## src/rtl/mult_share_arbiter.sv

```systemverilog
// mult_share_arbiter: round-robin sharing of one pipelined multiplier, with owner tracking to route products back
module mult_share_arbiter #(
  parameter int NUM_REQ = 4,
  parameter int ELEMENT_WIDTH = 32,
  parameter int MULT_LATENCY = 2
) (
  input  logic                             clk,
  input  logic                             rst,
  input  logic [NUM_REQ-1:0]               req_valid,
  input  logic [NUM_REQ*ELEMENT_WIDTH-1:0] req_a,
  input  logic [NUM_REQ*ELEMENT_WIDTH-1:0] req_b,
  output logic [NUM_REQ-1:0]               req_grant,
  output logic [ELEMENT_WIDTH-1:0]         mult_a,
  output logic [ELEMENT_WIDTH-1:0]         mult_b,
  output logic                             mult_t,
  input  logic [ELEMENT_WIDTH-1:0]         mult_p,
  output logic [NUM_REQ-1:0]               resp_valid,
  output logic [ELEMENT_WIDTH-1:0]         resp_data
);
  localparam int IW = $clog2(NUM_REQ);
  logic [IW-1:0] rr_ptr, sel, nxt_ptr;
  logic any, gnt, rv;
  logic [MULT_LATENCY-1:0] pipe_v;
  logic [IW-1:0] pipe_i [MULT_LATENCY];
  // scan downward so the candidate closest to rr_ptr is the one that sticks
  always_comb begin
    sel = rr_ptr;
    any = 1'b0;
    for (int k = NUM_REQ - 1; k >= 0; k--) begin
      if (req_valid[(int'(rr_ptr) + k) % NUM_REQ]) begin
        sel = IW'((int'(rr_ptr) + k) % NUM_REQ);
        any = 1'b1;
      end
    end
  end
  always_comb begin
    nxt_ptr = (sel == IW'(NUM_REQ - 1)) ? '0 : sel + 1'b1;
    gnt = any && !rst;
    req_grant = gnt ? NUM_REQ'(1) << sel : '0;
    mult_t = gnt;
    mult_a = gnt ? req_a[sel*ELEMENT_WIDTH +: ELEMENT_WIDTH] : '0;
    mult_b = gnt ? req_b[sel*ELEMENT_WIDTH +: ELEMENT_WIDTH] : '0;
    rv = pipe_v[MULT_LATENCY-1] && !rst;
    resp_valid = rv ? NUM_REQ'(1) << pipe_i[MULT_LATENCY-1] : '0;
    resp_data = rv ? mult_p : '0;
  end
  always_ff @(posedge clk) begin
    if (rst) begin
      rr_ptr <= '0;
      pipe_v <= '0;
    end else begin
      rr_ptr <= any ? nxt_ptr : rr_ptr;
      pipe_v[0] <= any;
      for (int k = 1; k < MULT_LATENCY; k++) pipe_v[k] <= pipe_v[k-1];
    end
    pipe_i[0] <= sel;
    for (int k = 1; k < MULT_LATENCY; k++) pipe_i[k] <= pipe_i[k-1];
  end
endmodule

```

## config.mk

```make
export PLATFORM = sky130hd
export DESIGN_NAME = mult_share_arbiter
export DESIGN_NICKNAME = d
export VERILOG_FILES = /design/src/rtl/mult_share_arbiter.sv
export SDC_FILE = /design/constraint.sdc
export NUM_CORES = 1
export LEC_CHECK = 0
export CAP_MARGIN = 20
export CORE_AREA = 2 2 153 155
export CTS_BUF_LIST = sky130_fd_sc_hd__clkbuf_4
export CTS_CLUSTER_DIAMETER = 200
export DETAILED_ROUTE_END_ITERATION = 10
export DIE_AREA = 0 0 155 157
export SYNTH_ARGS = -nofsm -noshare
export SYNTH_HDL_FRONTEND = slang
export SYNTH_SLANG_ARGS = --single-unit
```

## constraint.sdc

```tcl
create_clock -name clk -period 2 [get_ports clk]
set_input_delay 0.3 -clock clk [delete_from_list [all_inputs] [get_ports clk]]
set_output_delay 0.3 -clock clk [all_outputs]
set_load 0.01 [all_outputs]
```

# Word-level counts from Yosys, hierarchy flattened
# Memories as Yosys holds them, arrays and structs flattened.
# Cells that the tools add are included.
# totals
input_bits	294
n_memories	1
register_bits	4
wordCells	50
ramBits	4
# op_classes
eq_ne	1
mux	25
bitwise_logic	3
add_sub_neg	4
shift	4
order_cmp	4
reduce_logical	6
# mem_list
name	words	word_bits	read_ports	rd_ports_with_merged_regs	wr	line_no	text
pipe_i	2	2	2	0	2	24	logic [IW-1:0] pipe_i [MULT_LATENCY];
# ops
op	count
variable part select 128 x 8 -> 32 bit	2
2-to-1 mux 32 bit	3
less-than comparator 3 x 4 -> 1 bit (second input constant)	3
2-to-1 mux 1 bit	11
2-to-1 mux 2 bit	5
binary-select mux 1 bit (select 2 bit)	4
2-to-1 mux 4 bit	2
left shift 1 x 2 -> 4 bit (first input constant)	2
OR reduction 2 bit	3
adder 2 x 1 -> 2 bit (second input constant)	2
adder 2 bit (second input constant)	2
AND 1 bit (first input constant)	3
less-than comparator 2 x 3 -> 1 bit (second input constant)	1
== test 2 bit (second input constant)	1
logical AND 1 bit	2
logical NOT 1 bit	1

# Depth between registers and ports, before layout
# logic_depth
ltp_word	12
depth_mapped	8
ltp_nobuf	6

# Worst setup path before layout
# OpenSTA, ideal clock, no wires.
# synth_path
path_type	register -> output
start	reg rr_ptr[1]
end	out mult_a[27]
arrival_ns	1.531
required_ns	1.700
stages_incl_launch_ff	8
slack_ns	0.169
path_buffers	2
path_cell_list	dfxtp_1 -> or3_1 -> o21ai_2 -> o31ai_4 -> buf_12 -> buf_12 -> mux2i_1 -> o22ai_1
# synth_between
elab_chain_cells	10
elab_cells_between_ends	25
classes_between	3 x add/sub; 1 x shift; 20 x mux; 1 x reduce/logical
# synth_rtl
element	line_no	text
start, declared	21	logic [IW-1:0] rr_ptr, sel, nxt_ptr;
start signal, assigned	52	rr_ptr <= any ? nxt_ptr : rr_ptr;
adder 2 bit	30, 31	
binary-select mux 1 bit (select 2 bit)	30	if (req_valid[(int'(rr_ptr) + k) % NUM_REQ]) begin
2-to-1 mux 1 bit (not written as such) (2 in series)	30	
2-to-1 mux 2 bit / 2-to-1 mux 1 bit (equally long branches) (4 in series)	30	
variable part select 128 x 8 -> 32 bit / logical AND 1 bit (equally long branches)	41, 38	
2-to-1 mux 32 bit (*)	41	mult_a = gnt ? req_a[sel*ELEMENT_WIDTH +: ELEMENT_WIDTH] : '0;
end, declared	13	output logic [ELEMENT_WIDTH-1:0] mult_a,
# Mark *: on every way between the ends. The rest lies on a longest branch, timed or not. The select of a mux whose other input is x is not followed.

# Worst setup path in the final report
# layout_path
start	reg rr_ptr[1]
end	out mult_b[28]
# layout_between
elab_chain_cells	10
elab_cells_between_ends	25
classes_between	3 x add/sub; 1 x shift; 20 x mux; 1 x reduce/logical
# layout_rtl
element	line_no	text
adder 2 bit	30, 31	
binary-select mux 1 bit (select 2 bit)	30	
2-to-1 mux 1 bit (not written as such) (2 in series)	30	
2-to-1 mux 2 bit / 2-to-1 mux 1 bit (equally long branches) (4 in series)	30	
variable part select 128 x 8 -> 32 bit / logical AND 1 bit (equally long branches)	42, 38	
2-to-1 mux 32 bit (*)	42	mult_b = gnt ? req_b[sel*ELEMENT_WIDTH +: ELEMENT_WIDTH] : '0;
end, declared	14	output logic [ELEMENT_WIDTH-1:0] mult_b,
# Marked as above.

==> results.sh <==
export IMPL_outcome="complete, but fails checks"
export IMPL_violations="setup timing"
export IMPL_swShare_pct=39.5
export IMPL_ant_nets=0
export IMPL_regToRegStartpoint="rr_ptr[1]"
export IMPL_drv_slew=0
export IMPL_grt_max_degree=38
export IMPL_root_buffer="clkbuf_4"
export IMPL_dp_hpwl_mm=13.2
export IMPL_start_kind="flop"
export IMPL_required_ps=1700
export IMPL_arrival_ps=2170
export IMPL_firstDrtPassIters=4
export IMPL_avgSynthCellArea_um2=8.82
export IMPL_vdd_drop_max_uv=201
export IMPL_crit_path_start="rr_ptr[1]"
export IMPL_power_share_combinational_pct=91.3
export IMPL_hold_viol_final=0
export IMPL_intPower_mw=2.37
export IMPL_critical_path_class="flop to primary output"
export IMPL_die_area_um2=24300
export IMPL_postSynthNetCount=599
export IMPL_clk_latency_ps=250
export IMPL_floorplan_initialDensity_pct=11.8
export IMPL_power_switching_mw=1.55
export IMPL_rrSetupSlack_ps=80
export IMPL_fin_crit_ps=2470
export IMPL_cts_buffers=3
export IMPL_synthCells=301
export IMPL_tightest_slew_ps=261
export IMPL_yosys_area_top_type="mux2i_1"
export IMPL_port_buffers=398
export IMPL_grt_setup_unrepaired="yes"
export IMPL_cts_clk_slew_worst_paths_ps=50
export IMPL_layout_drive_gt1_share_pct=23.5
export IMPL_ys_ff_latch=8
export IMPL_wire_per_inst_um=16.3
export IMPL_layout_commonest_cell="clkdlybuf4s50_1"
export IMPL_clockPowerShare_pct=3.0
export IMPL_antenna_cells=0
export IMPL_via_per_inst=4.02
export IMPL_final_util_pct=32.4
export IMPL_grt_pass1_vias=4214
export IMPL_fmax_mhz=404
export IMPL_endpoint="mult_b[28]"
export IMPL_ctsHoldBuffers=0
export IMPL_seq_area_frac_synth_pct=6.03
export IMPL_antenna_found_initial=0
export IMPL_skew_ps=2.39
export IMPL_crit_fanout=6
export IMPL_min_period_over_period_pct=124
export IMPL_syn_to_final_growth_pct=175
export IMPL_mostFrequentLayoutCells="clkdlybuf4s50_1, mux2i_1, buf_2"
export IMPL_die_height_um=157
export IMPL_synth_cell_types=31
export IMPL_drt_iter0_drc=110
export IMPL_via_count=4095
export IMPL_power_density_nw_per_um2=538
export IMPL_totalWireLength_mm=16.6
export IMPL_clockBufferDepth=2
export IMPL_p_seq_share_pct=5.7
export IMPL_slowest_stage="or3_4"
export IMPL_h_tree_depth=1
export IMPL_ios=399
export IMPL_slew_headroom_pct=82.6
export IMPL_netlist_area_leader_share_pct=49.0
export IMPL_ff2ff_path_depth=10
export IMPL_fin_cells=1018
export IMPL_yosys_top_cells_area="mux2i_1, o22ai_1, and2_1, buf_12, dfxtp_1"
export IMPL_dp_cells=998
export IMPL_critical_path_cell_chain="or3_4 -> o21ai_4 -> o31ai_4 -> buf_6 -> buf_12 -> buf_16 -> buf_12 -> mux2i_1 -> o22ai_1 -> buf_2"
export IMPL_cpPeakStageDelay_ps=390
export IMPL_synth_area_um2=2660
export IMPL_cts_tree="built"
export IMPL_setup_violations=68
export IMPL_r2r_end="rr_ptr[1]"
export IMPL_grt_pass1_wl_mm=22.8
export IMPL_grt_overflow=0
export IMPL_fp_row_count=55
export IMPL_grt_usage_pct=11.9
export IMPL_finalSetupTns_ps=-23270
export IMPL_drc=0
export IMPL_critPathMostFrequentCell="buf_12"
export IMPL_hold_class="flop to flop"
export IMPL_final_nets=1033
export IMPL_cp_end_kind="primary output"
export IMPL_core_area_um2=22500
export IMPL_p_leak_nw=3.20
export IMPL_place_ws_ps=-1010
export IMPL_max_cap_violations=0
export IMPL_synth_warnings=0
export IMPL_cts_sinks=8
export IMPL_gp_congestion=0.764
export IMPL_fp_dieW_um=155
export IMPL_setup_ws_ps=-474
[per-layer routing]
metal | track usage, % | share of wire [%] | vias to the layer above
met2 | 22.6 | 52 | 208
met4 | 2.29 | 1.8 | 0
met5 | 0 | 0 | -
met3 | 1.93 | 6.1 | 20
met1 | 14.1 | 40 | 1845
li1 | - | - | 2022
[cells in the mapped netlist, drive strengths merged]
cell type  count
nor2b          5
buf           24
o22ai         64
a21oi          1
o211a          1
nor2           6
bufbuf         2
nor3b          1
inv            3
o31ai          1
and2          36
mux2i        130
o21ai          3
clkbuf         3
dfxtp          8
and3b          1
or3            1
ha             4
nor4           1
and3           1
a211o          1
nand2          4
[power by group through the flow]
| stage | clock network [mW] | registers [mW] | logic, mW |
|---|---|---|---|
| 2_1_floorplan | 0 | 0.218 | 1.74 |
| 3_3_place_gp | 0 | 0.220 | 3.33 |
| 3_5_place_dp | 0 | 0.221 | 3.34 |
| 4_1_cts | 0.122 | 0.222 | 3.52 |
| 5_1_grt | 0.130 | 0.229 | 3.82 |
| 6_report | 0.117 | 0.224 | 3.58 |
[state kept, by name, summed over array words and instances (netlist names)]
| signal | count |
|---|---|
| pipe_v | 2 |
| rr_ptr | 2 |
| pipe_i | 4 |
[worst min path at each step]
stage	startpoint	end	slack (ps)	cells after the start
2_1_floorplan	pipe_i[0][0]	pipe_i[0][2]	310	0
4_1_cts	pipe_i[0][0]	pipe_i[0][2]	320	0
3_5_place_dp	pipe_i[0][0]	pipe_i[0][2]	310	0
3_3_place_gp	pipe_i[0][0]	pipe_i[0][2]	310	0
6_report	pipe_i[0][1]	pipe_i[0][3]	320	0
5_1_grt	pipe_i[0][1]	pipe_i[0][3]	330	0
[timing repair]
action                                  4_1_cts  5_1_grt
pin swaps                                    17       14
cloned                                        7        3
setup buffers                                 7        5
endpoints found under the setup margin      106       92
resized for setup                           358       38
[worst max-delay path, delay by kind of cell, from the launching register on]
kind | cells | cell delay [ps]
buf+inv | 5 | 730
compound gates | 3 | 370
mux | 1 | 110
simple gates | 1 | 390
flops | 1 | 330
[layout make-up]
type,instances,area [um^2]
fill,2404,15200
sequential,8,163
multi-input combinational,261,2330
inverter,3,11.3
clock buffer,3,22.5
tap,285,357
timing repair buffer,458,4410
[per-stage QoR]
stage	area, um^2	hold slack, ps	power, mW
final	7290	324	3.92
after global placement	7150	310	3.55
after floorplan	2660	310	1.95
after global routing	7290	326	4.18
after CTS	7180	323	3.87
after detailed placement	7150	312	3.56
[kinds of logic after synthesis]
family | Yosys count | synth area share, %
fa+ha+maj | 4 | 1.89
simple gates | 56 | 13.0
compound gates | 71 | 17.5
flops | 8 | 6.03
mux | 130 | 49.0
buf+inv | 32 | 12.5
Power figures use the tool's default switching activity.
